## config.mk

```make
export PLATFORM = sky130hd
export DESIGN_NAME = exmem_pipe_stage
export DESIGN_NICKNAME = d
export VERILOG_FILES = /design/src/rtl/exmem_pkg.sv /design/src/rtl/exmem_entry_reg.sv /design/src/rtl/exmem_pipe_stage.sv
export SDC_FILE = /design/constraint.sdc
export NUM_CORES = 1
export LEC_CHECK = 0
export CORE_MARGIN = 4
export CORE_UTILIZATION = 46
export CTS_BUF_LIST = sky130_fd_sc_hd__clkbuf_4
export DETAILED_ROUTE_END_ITERATION = 10
export GPL_TIMING_DRIVEN = 0
export PLACE_DENSITY_LB_ADDON = 0.2
export SLEW_MARGIN = 20
export SYNTH_ARGS = -nofsm -noshare
export SYNTH_HDL_FRONTEND = slang
export SYNTH_SLANG_ARGS = --single-unit
```

## constraint.sdc

```tcl
create_clock -name clock -period 2.6 [get_ports clock]
set_clock_uncertainty 0.05 [all_clocks]
set_input_delay 0.26 -clock clock [delete_from_list [all_inputs] [get_ports clock]]
set_output_delay 0.26 -clock clock [all_outputs]
set_load 0.02 [all_outputs]
```

## src/rtl/exmem_pkg.sv

```systemverilog
// Shared types and helpers for the EX->MEM pipeline register.
// The optional skid buffer is enabled with the EXMEM_SKID_EN macro.
package exmem_pkg;

  typedef struct packed {
    logic wb;
    logic regwrite;
    logic mread;
    logic mwrite;
  } ctrl_t;

  localparam ctrl_t CTRL_NONE = '0;

  typedef enum logic [1:0] {
    ST_EMPTY = 2'd0,
    ST_FULL  = 2'd1,
    ST_FULL2 = 2'd2
  } state_e;

  // Widest stall counter the saturate helper supports.
  localparam int unsigned SAT_MAX_W = 32;

  function automatic logic [SAT_MAX_W-1:0] sat_inc(input logic [SAT_MAX_W-1:0] value,
                                                   input int unsigned width);
    logic [SAT_MAX_W-1:0] top;
    top = (width >= SAT_MAX_W) ? '1 : ((SAT_MAX_W'(1) << width) - SAT_MAX_W'(1));
    return (value >= top) ? value : value + SAT_MAX_W'(1);
  endfunction

endpackage

```

## src/rtl/exmem_entry_reg.sv

```systemverilog
// One EX->MEM entry: valid flag, controls and payload with load/clear.
// Clear wins over load and drops the controls while keeping the payload.
module exmem_entry_reg
  import exmem_pkg::*;
#(
  parameter int DATA_W = 32,
  parameter int RD_W   = 5
) (
  input  logic              clock,
  input  logic              rst_n,
  input  logic              load,
  input  logic              clear,
  input  ctrl_t             d_ctrl,
  input  logic [DATA_W-1:0] d_alu,
  input  logic [DATA_W-1:0] d_wdata,
  input  logic [RD_W-1:0]   d_rd,
  output logic              valid,
  output ctrl_t             ctrl,
  output logic [DATA_W-1:0] alu,
  output logic [DATA_W-1:0] wdata,
  output logic [RD_W-1:0]   rd
);

  // NOTE: payload flops are reset as well so every output reads 0 out of reset;
  // non-blocking assignments keep all fields updating from the same pre-edge values.
  always_ff @(posedge clock or negedge rst_n) begin
    if (!rst_n) begin
      valid <= 1'b0;
      ctrl  <= CTRL_NONE;
      alu   <= '0;
      wdata <= '0;
      rd    <= '0;
    end else if (clear) begin
      valid <= 1'b0;
      ctrl  <= CTRL_NONE;
    end else if (load) begin
      valid <= 1'b1;
      ctrl  <= d_ctrl;
      alu   <= d_alu;
      wdata <= d_wdata;
      rd    <= d_rd;
    end
  end

endmodule

```

## src/rtl/exmem_pipe_stage.sv

```systemverilog
// EX->MEM pipeline register with valid/ready, flush, forwarding tap and stall counter.
// Defining EXMEM_SKID_EN adds a one-entry skid buffer and a registered in_ready.
module exmem_pipe_stage
  import exmem_pkg::*;
#(
  parameter int DATA_W   = 32,
  parameter int RD_W     = 5,
  parameter int STALL_CW = 16
) (
  input  logic                clock,
  input  logic                rst_n,
  input  logic                flush,
  input  logic                in_valid,
  output logic                in_ready,
  input  logic                in_wb,
  input  logic                in_regwrite,
  input  logic                in_mread,
  input  logic                in_mwrite,
  input  logic [DATA_W-1:0]   in_alu,
  input  logic [DATA_W-1:0]   in_wdata,
  input  logic [RD_W-1:0]     in_rd,
  output logic                out_valid,
  input  logic                out_ready,
  output logic                out_wb,
  output logic                out_regwrite,
  output logic                out_mread,
  output logic                out_mwrite,
  output logic [DATA_W-1:0]   out_alu,
  output logic [DATA_W-1:0]   out_wdata,
  output logic [RD_W-1:0]     out_rd,
  output logic                fwd_valid,
  output logic [STALL_CW-1:0] stall_cnt
);

  ctrl_t             in_ctrl, main_ctrl, main_d_ctrl;
  logic              main_valid, main_load, main_clear;
  logic [DATA_W-1:0] main_d_alu, main_d_wdata;
  logic [RD_W-1:0]   main_d_rd;
  logic              accept, xfer;
  state_e            state;

  assign in_ctrl = '{wb: in_wb, regwrite: in_regwrite, mread: in_mread, mwrite: in_mwrite};
  assign accept  = in_valid & in_ready;
  assign xfer    = main_valid & out_ready;

`ifdef EXMEM_SKID_EN
  logic              skid_valid, skid_load, skid_clear;
  ctrl_t             skid_ctrl;
  logic [DATA_W-1:0] skid_alu, skid_wdata;
  logic [RD_W-1:0]   skid_rd;

  assign in_ready = !skid_valid;
  assign state    = skid_valid ? ST_FULL2 : (main_valid ? ST_FULL : ST_EMPTY);

  // NOTE: every always_comb output gets a default first so no latch is inferred.
  always_comb begin
    main_load    = 1'b0;
    main_clear   = 1'b0;
    skid_load    = 1'b0;
    skid_clear   = 1'b0;
    main_d_ctrl  = in_ctrl;
    main_d_alu   = in_alu;
    main_d_wdata = in_wdata;
    main_d_rd    = in_rd;
    case (state)
      ST_EMPTY: main_load = accept;
      ST_FULL: begin
        if (xfer) begin
          main_load  = accept;
          main_clear = !accept;
        end else begin
          skid_load = accept;
        end
      end
      ST_FULL2: begin
        // in_ready is low here, so only the skid entry can refill main.
        if (xfer) begin
          main_load    = 1'b1;
          skid_clear   = 1'b1;
          main_d_ctrl  = skid_ctrl;
          main_d_alu   = skid_alu;
          main_d_wdata = skid_wdata;
          main_d_rd    = skid_rd;
        end
      end
      default: ;
    endcase
    if (flush) begin
      main_clear = 1'b1;
      skid_clear = 1'b1;
    end
  end

  exmem_entry_reg #(.DATA_W(DATA_W), .RD_W(RD_W)) u_skid (
    .clock  (clock),
    .rst_n  (rst_n),
    .load   (skid_load),
    .clear  (skid_clear),
    .d_ctrl (in_ctrl),
    .d_alu  (in_alu),
    .d_wdata(in_wdata),
    .d_rd   (in_rd),
    .valid  (skid_valid),
    .ctrl   (skid_ctrl),
    .alu    (skid_alu),
    .wdata  (skid_wdata),
    .rd     (skid_rd)
  );
`else
  assign in_ready = !main_valid | out_ready;
  assign state    = main_valid ? ST_FULL : ST_EMPTY;

  always_comb begin
    main_load    = 1'b0;
    main_clear   = 1'b0;
    main_d_ctrl  = in_ctrl;
    main_d_alu   = in_alu;
    main_d_wdata = in_wdata;
    main_d_rd    = in_rd;
    case (state)
      ST_EMPTY: main_load = accept;
      ST_FULL: begin
        if (xfer) begin
          main_load  = accept;
          main_clear = !accept;
        end
      end
      default: ;
    endcase
    if (flush) main_clear = 1'b1;
  end
`endif

  exmem_entry_reg #(.DATA_W(DATA_W), .RD_W(RD_W)) u_main (
    .clock  (clock),
    .rst_n  (rst_n),
    .load   (main_load),
    .clear  (main_clear),
    .d_ctrl (main_d_ctrl),
    .d_alu  (main_d_alu),
    .d_wdata(main_d_wdata),
    .d_rd   (main_d_rd),
    .valid  (main_valid),
    .ctrl   (main_ctrl),
    .alu    (out_alu),
    .wdata  (out_wdata),
    .rd     (out_rd)
  );

  assign out_valid    = main_valid;
  assign out_wb       = main_ctrl.wb;
  assign out_regwrite = main_ctrl.regwrite;
  assign out_mread    = main_ctrl.mread;
  assign out_mwrite   = main_ctrl.mwrite;
  assign fwd_valid    = main_valid & main_ctrl.regwrite & (out_rd != '0);

  // Flush leaves the counter alone; only reset clears it.
  always_ff @(posedge clock or negedge rst_n) begin
    if (!rst_n) begin
      stall_cnt <= '0;
    end else if (main_valid && !out_ready) begin
      stall_cnt <= STALL_CW'(sat_inc(SAT_MAX_W'(stall_cnt), STALL_CW));
    end
  end

endmodule

```

== After elaboration in Yosys (flattened, before gate mapping) ==
Cells that the tools add are included.
Cells by class
  add/sub/neg operators: 1
  multiply operators: 0
  div/mod/pow operators: 0
  magnitude comparators: 1
  eq/ne operators: 1
  shift-type cells: 0
  muxes and demuxes: 10
  bitwise operators: 7
  reduce and logical (&&, ||, !) cells: 9
Operators by type and width (number)
  16-bit by 1-bit adder with 16-bit output, second input constant: 1
  16-bit greater-or-equal comparator, second input constant: 1
  4-bit two-way mux: 2
  1-bit two-way mux: 7
  5-bit nonzero test: 1
  1-bit bitwise AND: 4
  2-bit AND reduction: 2
  1-bit zero test: 3
  2-bit zero test: 1
  1-bit NOT: 2
  1-bit case mux with 2 select lines: 1
  2-bit nonzero test: 1
  1-bit == test, second input constant: 1
  1-bit logical AND: 1
  1-bit bitwise OR: 1
Storage, ports and cells
  register bits: 90
  bits in latches: 0
  memory bits (writable): 0
  bits in read-only memories: 0
  input port bits: 78
  memories kept: 0

== Depth between registers and ports, before layout ==
  depth after elaboration: 9
  gate-level depth with buffers: 6

== Cells and area by module ==
Synthesis repeated with hierarchy kept, for this count alone.
Unflattened totals
  cell total of the unflattened synthesis: 244
  area total of the unflattened synthesis: 3703.6 µm²
By module, submodules not included
  exmem_entry_reg: instances 1, cells an instance 163, area an instance 2816.5 µm²
  exmem_pipe_stage: instances 1, cells an instance 81, area an instance 887.1 µm²

== Least setup slack after synthesis ==
Ideal clock, no wire load.
  path type: register to register
  from: register stall_cnt[0]
  to: register stall_cnt[1]
  setup time: 0.125 ns
  arrival: 1.713 ns
  path slack: 0.713 ns
  stages on the path, launching flop included: 7
  path buffers: 1
  cells stage by stage: dfrtp_1 ha_1 and3_1 and4_1 buf_2 nand2b_1 mux2_2
Between the ends
  cells in the longest elaborated chain, start to end: 3
  elaborated cells on any way between the ends: 4
  those cells by class: add/sub (1); order compare (1); bitwise (1); reduce/logical (1)
RTL lines
  start, declared: line exmem_pipe_stage.sv:32  | output logic [STALL_CW-1:0] stall_cnt
  start signal, assigned: line exmem_pipe_stage.sv:162  | stall_cnt <= STALL_CW'(sat_inc(SAT_MAX_W'(stall_cnt), STALL_CW));
  16-bit greater-or-equal comparator: line exmem_pkg.sv:27  | return (value >= top) ? value : value + SAT_MAX_W'(1);
  1-bit NOT (no source line)
  2-bit AND reduction (no source line)
Several ways; a longest one is shown, not always the timed one.
A chain may end at the register's enable or synchronous reset.

== Worst setup path after layout ==
  from: register u_main.valid
  to: register u_main.alu[23]
Between the ends
  cells in the longest elaborated chain, start to end: 9
  elaborated cells on any way between the ends: 15
  those cells by class: eq/ne (1); mux (6); bitwise (4); reduce/logical (4)
RTL lines
  start, declared: line exmem_entry_reg.sv:17  | output logic valid,
  start signal, assigned: line exmem_entry_reg.sv:28  | valid <= 1'b0;
  start signal, assigned: line exmem_entry_reg.sv:34  | valid <= 1'b0;
  start signal, assigned: line exmem_entry_reg.sv:37  | valid <= 1'b1;
  1-bit zero test: line exmem_pipe_stage.sv:110  | assign in_ready = !main_valid | out_ready;
  1-bit bitwise OR: line exmem_pipe_stage.sv:110
  1-bit bitwise AND: line exmem_pipe_stage.sv:43  | assign accept = in_valid & in_ready;
  1-bit zero test: line exmem_pipe_stage.sv:125  | main_clear = !accept;
  1-bit two-way mux: line exmem_pipe_stage.sv:123  | if (xfer) begin
  1-bit two-way mux: line exmem_pipe_stage.sv:120  | case (state)
  1-bit two-way mux: line exmem_pipe_stage.sv:130  | if (flush) main_clear = 1'b1;
  1-bit NOT (no source line)
  2-bit AND reduction (no source line) (*)
  end signal, assigned: line exmem_entry_reg.sv:39  | alu <= d_alu;
  end, declared: line exmem_entry_reg.sv:19  | output logic [DATA_W-1:0] alu,
Mark *: on every way between the ends. The rest lies on a longest branch, timed or not.

==> flow_metrics.py <==
metrics = {
    "worst_setup_path": {
        "critPathLaunchType": "register",
        "slowest_delay_ps": 470,
        "critical_path_required_ps": 2850,
        "arrival_ps": 2440,
        "slowest_stage": "dfrtp_1",
        "crit_buf_inv": 2,
        "path_cells": "nor2b_4, nor3b_2, buf_2, buf_2, mux2_2",
        "setup.worst_path.end_class": "register",
        "cp_top_family": "buffers and inverters",
        "critPathKind": "reg -> reg",
        "cp_max_fo": 10,
        "cpMostUsedCell": "buf_2",
    },
    "global_route": {
        "grt_max_degree": 47,
        "antenna_found_initial": 0,
        "overflow": 0,
        "grt_pass1_vias": 2887,
        "grt_util_all_layers": 0.1941,
        "grt_pass1_wl_mm": 14.80,
    },
    "place": {
        "gp_congestion": 0.8087,
        "post_dp_cell_area_um2": 5505,
        "hpwlAfterDp_mm": 6.937,
        "portBuffers": 168,
    },
    "power_and_ir_drop": {
        "cellLeakagePower_nw": 2.388,
        "p_sw_w": 0.001163,
        "peakVddDrop_v": 0.0004330,
        "seqPwrFrac": 0.448,
        "p_per_area_nw_per_um2": 696.4,
        "clockPowerShare": 0.232,
        "power_frac_comb": 0.320,
        "power.share.switching": 0.2935,
        "power.internal_w": 0.002799,
    },
    "floorplanning": {
        "rows": 32,
        "core_area_um2": 7727,
        "start_util": 0.4746,
        "die_h_um": 97.29,
        "num_io_pins": 170,
        "die-area_um2": 9464,
        "fp.dieW_um": 97.29,
    },
    "sta": {
        "fmax_ghz": 0.4564,
        "rsz0062_at_grt": "no",
        "hold_viol": 0,
        "min_period_ps": 2191,
        "tns_ps": 0,
        "setup_violations": 0,
        "worstMarginPinSlew_ps": 460.7,
        "slew_violations": 0,
        "maxSlewHeadroom": 0.6915,
        "fin_crit_sh": 0.8428,
    },
    "synth": {
        "synth_top_area_share": 0.6141,
        "avgSynthCellArea_um2": 14.61,
        "synth_area_leaders": "dfrtp_1 61%, mux2_2 21%, xor2_1 2.1%",
        "synth-seq-area-share": 0.6141,
        "synth_edf_count": 0,
        "synth_most_common_cell": "dfrtp_1",
        "synth_seq_cells": 90,
        "synth_top_cell_by_area": "dfrtp_1",
        "syn-cell-area_um2": 3667,
        "mappedNetlistNets": 330,
        "synth_cells": 251,
        "ys_warn_count": 0,
        "synth_commonest_cells": "90 x dfrtp_1, 70 x mux2_2, 10 x buf_2",
        "ys.flop_type": "dfrtp_1",
        "async_flop_share": 1.000,
        "ys_types": 31,
    },
    "route": {
        "first_pass_iters": 4,
        "top_layer": "met4",
        "wl_per_cell_um": 16.77,
        "routed_wl_mm": 9.024,
        "met1_length_mm": 3.817,
        "dr_wl_met2_mm": 4.313,
        "drc": 0,
        "dr.first_iter.drc_count": 41,
        "vias_per_cell": 5.035,
        "wl_met3_um": 780,
        "vias": 2709,
        "antenna_left": 0,
    },
    "clocking": {
        "cts.sinks": 90,
        "cts-htree-levels": 3,
        "cts_made_buffers": 9,
        "postCtsSetupRepairBufs": 0,
        "cts_root_buf": "clkbuf_4",
        "path_clk_slew_ps": 130,
        "ctsResizeCount": 0,
        "clk_latency_ps": 410,
        "cts_max_path_buffers": 2,
        "hold_buffers": 1,
        "cts_tree": "built",
    },
    "cells_and_area": {
        "drive_above_1_share": 0.2431,
        "nets": 511,
        "synthToLayoutAreaGrowth_pct": 55.13,
        "diodes": 0,
        "design_area_um2": 5689,
    },
    "min_path": {
        "min_path_type": "in -> reg",
    },
    "status": {
        "outcome": "finished, final reports clean",
    },
    "flow_run": {
        "drv_cap": 0,
    },
}
layout make-up:
type	instances	area, um2
Multi-Input combinational cell	148	1344
Clock inverter	6	106.4
Timing Repair Buffer	170	1720
Clock buffer	9	67.56
Tap cell	102	127.6
Fill cell	533	2038
Buffer	11	61.31
Sequential cell	90	2252
Inverter	2	10.01
worst register-to-register path, stage by stage (launching register included):
cell and delay (ps):
dfrtp_1 470, nor2b_4 170, nor3b_2 410, buf_2 330, buf_2 290, mux2_2 360
power by group through the flow:
| stage | sequential (W) | combinational (W) | clock (W) |
|---|---|---|---|
| after floorplan | 0.00208 | 0.000290 | 0 |
| after global placement | 0.00179 | 0.00125 | 0 |
| after detailed placement | 0.00181 | 0.00128 | 0 |
| after CTS | 0.00178 | 0.00128 | 0.000947 |
| after global routing | 0.00181 | 0.00134 | 0.00101 |
| final | 0.00178 | 0.00127 | 0.000919 |
flip-flops by register name (all words and copies together), names as in the netlist:
register      count
u_main.alu       32
stall_cnt        16
u_main.wdata     32
u_main.valid      1
u_main.rd         5
u_main.ctrl       4
through the flow:
step	power [W]	setup slack, ps	utilization	hold WS [ps]	instances
6_report	0.003962	408.8	0.7362	155.2	538
4_1_cts	0.004011	361.9	0.7362	115.7	538
3_5_place_dp	0.003086	13.14	0.7124	163.8	522
2_1_floorplan	0.002369	712.6	-	-85.59	251
5_1_grt	0.004168	249.5	0.7362	161.9	538
3_3_place_gp	0.003046	-2091	0.7087	432.5	521
layout by cell type, fill, tap and decap left out, drive strengths merged:
master           n
nand2b           1
clkinv           3
xnor2            3
dlygate4sd3      1
dfrtp           90
inv              2
buf             13
xor2             9
nand4            3
nor4b            2
a21oi            8
and3             2
or3              1
o21ai            2
nand3            4
nand2            8
ha               1
clkbuf           9
a211oi           3
nor2b            1
nor3             4
a32oi            3
nor2             7
or2              3
clkdlybuf4s50  167
nor3b            2
o221a            1
nor4             1
bufinv           3
mux2            70
mux2i            5
and4             4
layer usage:
| layer | GRT usage | vias to the layer above |
|---|---|---|
| met1 | 0.2373 | 1320 |
| met4 | 0.05218 | 0 |
| met2 | 0.3238 | 122 |
| li1 | - | 1257 |
| met3 | 0.07394 | 10 |
| met5 | 0 | - |
logic make-up after synthesis:
logic type,Yosys count,synth area share
XOR/XNOR,12,0.02866
buffers and inverters,13,0.01945
AND/OR/NAND/NOR,43,0.07574
AO/OA/AOI/OAI,17,0.03003
flip-flops,90,0.6141
adder cells (fa/ha/maj),1,0.003411
multiplexers,75,0.2286
final timing paths:
check	start	end	slack, ps	cells after the start
min in group asynchronous	rst_n	u_main.wdata[26]$_DFFE_PN0P_	270	2
worst min register to register	stall_cnt[15]$_DFFE_PN0P_	stall_cnt[15]$_DFFE_PN0P_	460	1
worst max-delay path	u_main.valid$_DFFE_PN0P_	u_main.alu[23]$_DFFE_PN0P_	410	5
max in group asynchronous	rst_n	stall_cnt[0]$_DFFE_PN0P_	1660	3
worst max register to register	u_main.valid$_DFFE_PN0P_	u_main.alu[23]$_DFFE_PN0P_	410	5
worst min-delay path	in_valid	u_main.valid$_DFFE_PN0P_	160	3
(Power assumes the default switching activity.)
==> RTL edit 1: new RTL, same settings <==
Change the parameter `STALL_CW` from 16 to 32.
--- a/src/rtl/exmem_pipe_stage.sv
+++ b/src/rtl/exmem_pipe_stage.sv
@@ -7,3 +7,3 @@
   parameter int RD_W     = 5,
-  parameter int STALL_CW = 16
+  parameter int STALL_CW = 32
 ) (
Ports: changed (resized stall_cnt); port bits go from 170 to 186. No check against the original RTL was run, so the function may have changed too.
==> RTL edit 1 against the original RTL <==
Synthesized cell count is 29% higher. Worst hold slack worse by 0.027 ns. Routed wire length is 27% higher. Total power is 4.3% higher. Register-to-register slack better by 0.04 ns. Non-clock buffer count is 17 higher. Cell area is 17% higher. Sequential cell count is 16 higher. Setup slack worse by 0.0032 ns. Synthesized area is 23% higher. Largest power group unchanged.
==> RTL edit 1: results (changes against the original RTL) <==
<table>
<tr><th>Metric</th><th>Value</th></tr>
<tr><th colspan="2">Synth</th></tr>
<tr><td>Commonest cells in the netlist</td><td>dfrtp_1 (106), mux2_2 (64), nand3_1 (17)</td></tr>
<tr><td>Synth Area in Compound Gates</td><td>1.61% (-1.4 points)</td></tr>
<tr><td>Adder-cell share of the synthesized area</td><td>0.278% (-0.063 points)</td></tr>
<tr><td>Sequential area share after synthesis</td><td>59.0% (-2.5 points)</td></tr>
<tr><td>Mux share of post-synthesis cell area</td><td>18.4% (-4.4 points)</td></tr>
<tr><th colspan="2">Global route</th></tr>
<tr><td>Met3 demand-to-capacity share in global routing</td><td>4.15% (-3.2 points)</td></tr>
<tr><td>Global-route track usage on met1</td><td>26.1% (+2.3 points)</td></tr>
<tr><td>Number of global-route vias before repair</td><td>3598 (+25%)</td></tr>
<tr><td>Wire length of the first global-routing pass</td><td>18600 um (+26%)</td></tr>
<tr><th colspan="2">STA</th></tr>
<tr><td>Max-slew headroom at the worst pin</td><td>58.5% (-11 points)</td></tr>
<tr><th colspan="2">Run status</th></tr>
<tr><td>Status</td><td>completed</td></tr>
<tr><th colspan="2">Worst setup path</th></tr>
<tr><td>Largest driver fanout on the critical path</td><td>7 (-3)</td></tr>
<tr><td>Destination of the critical timing path</td><td>in_ready</td></tr>
<tr><td>R2R cell count</td><td>6 (+1)</td></tr>
<tr><td>Cell with the largest stage delay on the worst path</td><td>clkdlybuf4s50_1</td></tr>
<tr><th colspan="2">Finish</th></tr>
<tr><td>Final-stage net count</td><td>601 (+18%)</td></tr>
<tr><td>Count of filler cells inserted in the layout</td><td>685 (+29%)</td></tr>
<tr><td>Top Registers</td><td>stall_cnt (32), u_main.alu (32), u_main.wdata (32)</td></tr>
<tr><td>Share of post-route cells with drive strength above 1</td><td>22.0% (-2.3 points)</td></tr>
<tr><th colspan="2">Route</th></tr>
<tr><td>Wire length on met2</td><td>5790 um (+34%)</td></tr>
<tr><td>Routed length on met1</td><td>4720 um (+24%)</td></tr>
<tr><th colspan="2">Placement</th></tr>
<tr><td>Area after DPL</td><td>6530 um2 (+19%)</td></tr>
<tr><td>Hpwl dp</td><td>8990 um (+30%)</td></tr>
<tr><th colspan="2">Pwr</th></tr>
<tr><td>Net Sw Power</td><td>1.26 mW (+8.7%)</td></tr>
<tr><td>Total power after layout</td><td>4.13 mW (+4.3%)</td></tr>
<tr><td>Maximum VDD drop</td><td>523 uV (+21%)</td></tr>
<tr><th colspan="2">Clocking</th></tr>
<tr><td>Clock slew at reported path FFs</td><td>0.16 ns (+0.03 ns)</td></tr>
</table>
-- RTL edit 1: cell types whose count changed after synthesis, sizes merged, moves of 4 or more --
cell   change
dfrtp     +16
nand3     +13
nand4     +12
xnor2     +12
nor3      +11
xor2       +7
a21oi      -4
and3       +4
nand2      +4
nor4       +4
-- RTL edit 1: metrics by stage --
step	hold slack, ns	setup slack (ns)	setup TNS [ns]
6_report	0.129	0.406	0
4_1_cts	0.104	0.395	0
3_5_place_dp	0.181	0.166	0
3_3_place_gp	0.416	-2.71	-286.24
2_1_floorplan	-0.0856	0.692	0
5_1_grt	0.127	0.329	0
-- RTL edit 1: layout make-up --
type	instances	area (um2)	area share, %
plain buffers	12	81.3	1.22
clock buffers	10	75.1	1.12
clock inverters	6	66.3	0.992
inverters	2	7.51	0.112
multi-input cells	205	1760	26.3
flip-flops and latches	106	2650	39.7
well taps	129	161	2.42
repair buffers	186	1880	28.1
==> RTL edit 2: new RTL, same settings <==
Without the edit above. Put one more register stage on the output `stall_cnt`, cleared by the reset. The value now appears one clock later. The other outputs are not delayed to match.
--- a/src/rtl/exmem_pipe_stage.sv
+++ b/src/rtl/exmem_pipe_stage.sv
@@ -33,2 +33,4 @@
 );
+
+  logic [STALL_CW-1:0] stall_cnt_s0;
 
@@ -159,5 +161,13 @@
     if (!rst_n) begin
+      stall_cnt_s0 <= '0;
+    end else if (main_valid && !out_ready) begin
+      stall_cnt_s0 <= STALL_CW'(sat_inc(SAT_MAX_W'(stall_cnt_s0), STALL_CW));
+    end
+  end
+
+  always_ff @(posedge clock or negedge rst_n) begin
+    if (!rst_n) begin
       stall_cnt <= '0;
-    end else if (main_valid && !out_ready) begin
-      stall_cnt <= STALL_CW'(sat_inc(SAT_MAX_W'(stall_cnt), STALL_CW));
+    end else begin
+      stall_cnt <= stall_cnt_s0;
     end
Function: changed (a bounded check fails within 4 cycles, from zero or initial values and one cycle with rst_n low).
==> RTL edit 2 against the original RTL <==
Critical path depth down 1. Via count up 4.7%. Routed wire length up 5.1%. Maximum frequency down 2.5%. Setup slack worse by 0.055 ns. Cell area up 6.1%. Total power up 3.1%. Non-clock buffer count down 1. Worst hold slack worse by 0.0096 ns. Sequential power up 17%. Synthesized area up 11%. Sequential cell count up 16. Largest cell class unchanged. Largest power group unchanged.
==> RTL edit 2: results (changes against the original RTL) <==
<table>
<tr><th>Metric</th><th>Value</th></tr>
<tr><th colspan="2">Run status</th></tr>
<tr><td>Status</td><td>completed</td></tr>
<tr><th colspan="2">Finish</th></tr>
<tr><td>Share of post-route cells with drive strength above 1</td><td>23.4% (-0.95 points)</td></tr>
<tr><td>Count of filler cells inserted in the layout</td><td>643 (+21%)</td></tr>
<tr><td>Clock-cell share of area</td><td>1.99% (-1.1 points)</td></tr>
<tr><td>Portion of the layout cell area used by non-clock buffers</td><td>29.6% (-1.7 points)</td></tr>
<tr><td>Top Registers</td><td>u_main.alu (32), u_main.wdata (32)</td></tr>
<tr><th colspan="2">Pwr</th></tr>
<tr><td>Cell-internal power</td><td>2.80 mW (+0.10%)</td></tr>
<tr><td>Maximum VDD drop</td><td>439 uV (+1.3%)</td></tr>
<tr><th colspan="2">Synth</th></tr>
<tr><td>Commonest cells in the netlist</td><td>dfrtp_1 (106), mux2_2 (70), nor2_1 (11)</td></tr>
<tr><td>Syn nets</td><td>351 (+6.4%)</td></tr>
<tr><td>Count of unique library cells instantiated by Yosys</td><td>30 (-3.2%)</td></tr>
<tr><td>Cell types with the largest area share after synthesis</td><td>dfrtp_1 (65%), mux2_2 (19%), xor2_1 (1.3%)</td></tr>
<tr><th colspan="2">Route</th></tr>
<tr><td>Routed length on met1</td><td>3850 um (+0.89%)</td></tr>
<tr><td>Routed length per placed instance</td><td>16.8 um (about the same)</td></tr>
<tr><td>Via count of the routed design</td><td>2837 (+4.7%)</td></tr>
<tr><td>Wire length on met2</td><td>4850 um (+12%)</td></tr>
<tr><th colspan="2">Global route</th></tr>
<tr><td>Maximum number of pins on one net before global-route repair</td><td>56 (+19%)</td></tr>
<tr><td>Global-route track usage on met1</td><td>23.3% (-0.40 points)</td></tr>
<tr><td>Wire length of the first global-routing pass</td><td>15000 um (+1.1%)</td></tr>
<tr><td>Global routing usage on met2</td><td>32.8% (+0.41 points)</td></tr>
<tr><td>Met3 demand-to-capacity share in global routing</td><td>4.51% (-2.9 points)</td></tr>
<tr><th colspan="2">STA</th></tr>
<tr><td>Slew at the pin closest to its max-slew limit</td><td>0.543 ns (+0.0826 ns)</td></tr>
<tr><th colspan="2">Worst setup path</th></tr>
<tr><td>Largest driver fanout on the critical path</td><td>8 (-2)</td></tr>
<tr><td>Critical path's largest stage delay</td><td>0.61 ns (+0.14 ns)</td></tr>
<tr><td>Arrival time at the worst endpoint</td><td>1.94 ns (-0.50 ns)</td></tr>
<tr><th colspan="2">Placement</th></tr>
<tr><td>Pre-CTS worst setup slack</td><td>0.00837 ns (-0.00477 ns)</td></tr>
<tr><th colspan="2">Clocking</th></tr>
<tr><td>Clock network latency to the later pin of the worst-skew pair</td><td>0.43 ns (+0.02 ns)</td></tr>
</table>
[RTL edit 2: cell count changes in the layout (fill, tap and decap cells not counted), sizes merged, moves of 3 or more]
cell	before	now
nor4	1	4
dfrtp	90	106
bufinv	3	0
and4	4	0
inv	2	5
nor3	4	8
nor2	7	11
a211oi	3	0
nand4	3	6
xor2	9	6
[RTL edit 2: logic make-up (layout without fill, tap and decap cells)]
kind of cell	after synthesis	in the layout	synth area share [%]
buf+inv	13	199	2.00
mux	75	75	20.7
compound gates	12	12	1.91
fa+ha+maj	1	1	0.308
simple gates	54	54	7.45
flops	106	106	65.3
xor+xnor	11	11	2.37
[RTL edit 2: tightest hold or removal path, cell delays in order]
cell and delay, ns:
buf_2 0.17, nor2_1 0.12, nor2_1 0.05
[RTL edit 2: power by group through the flow]
stage          logic [mW]  clock network [mW]  registers (mW)
5_1_grt              1.34               0.848            2.12
6_report             1.27               0.739            2.08
2_1_floorplan       0.290                   0            2.38
4_1_cts              1.29               0.771            2.08
3_3_place_gp         1.25                   0            2.10
3_5_place_dp         1.28                   0            2.11
[RTL edit 2: through the flow]
step	TNS, ns	cells	power (mW)	instance area [um2]
after global routing	0	566	4.31	6040
after CTS	0	566	4.14	6040
final	0	566	4.09	6040
after detailed placement	0	549	3.39	5910
after floorplan	0	272	2.67	4060
after global placement	-285.72	548	3.35	5880
[RTL edit 2: path summary, 6_finish.rpt]
| path | endpoint | depth (start not counted) | slack [ns] |
|---|---|---|---|
| max | in_ready | 4 | 0.35 |
| min | u_main.valid | 3 | 0.15 |
| max reg2reg | u_main.wdata[8] | 6 | 0.38 |
| min reg2reg | stall_cnt[15] | 0 | 0.39 |
| max in group asynchronous | stall_cnt[4] | 3 | 1.62 |
| min in group asynchronous | u_main.alu[16] | 2 | 0.25 |
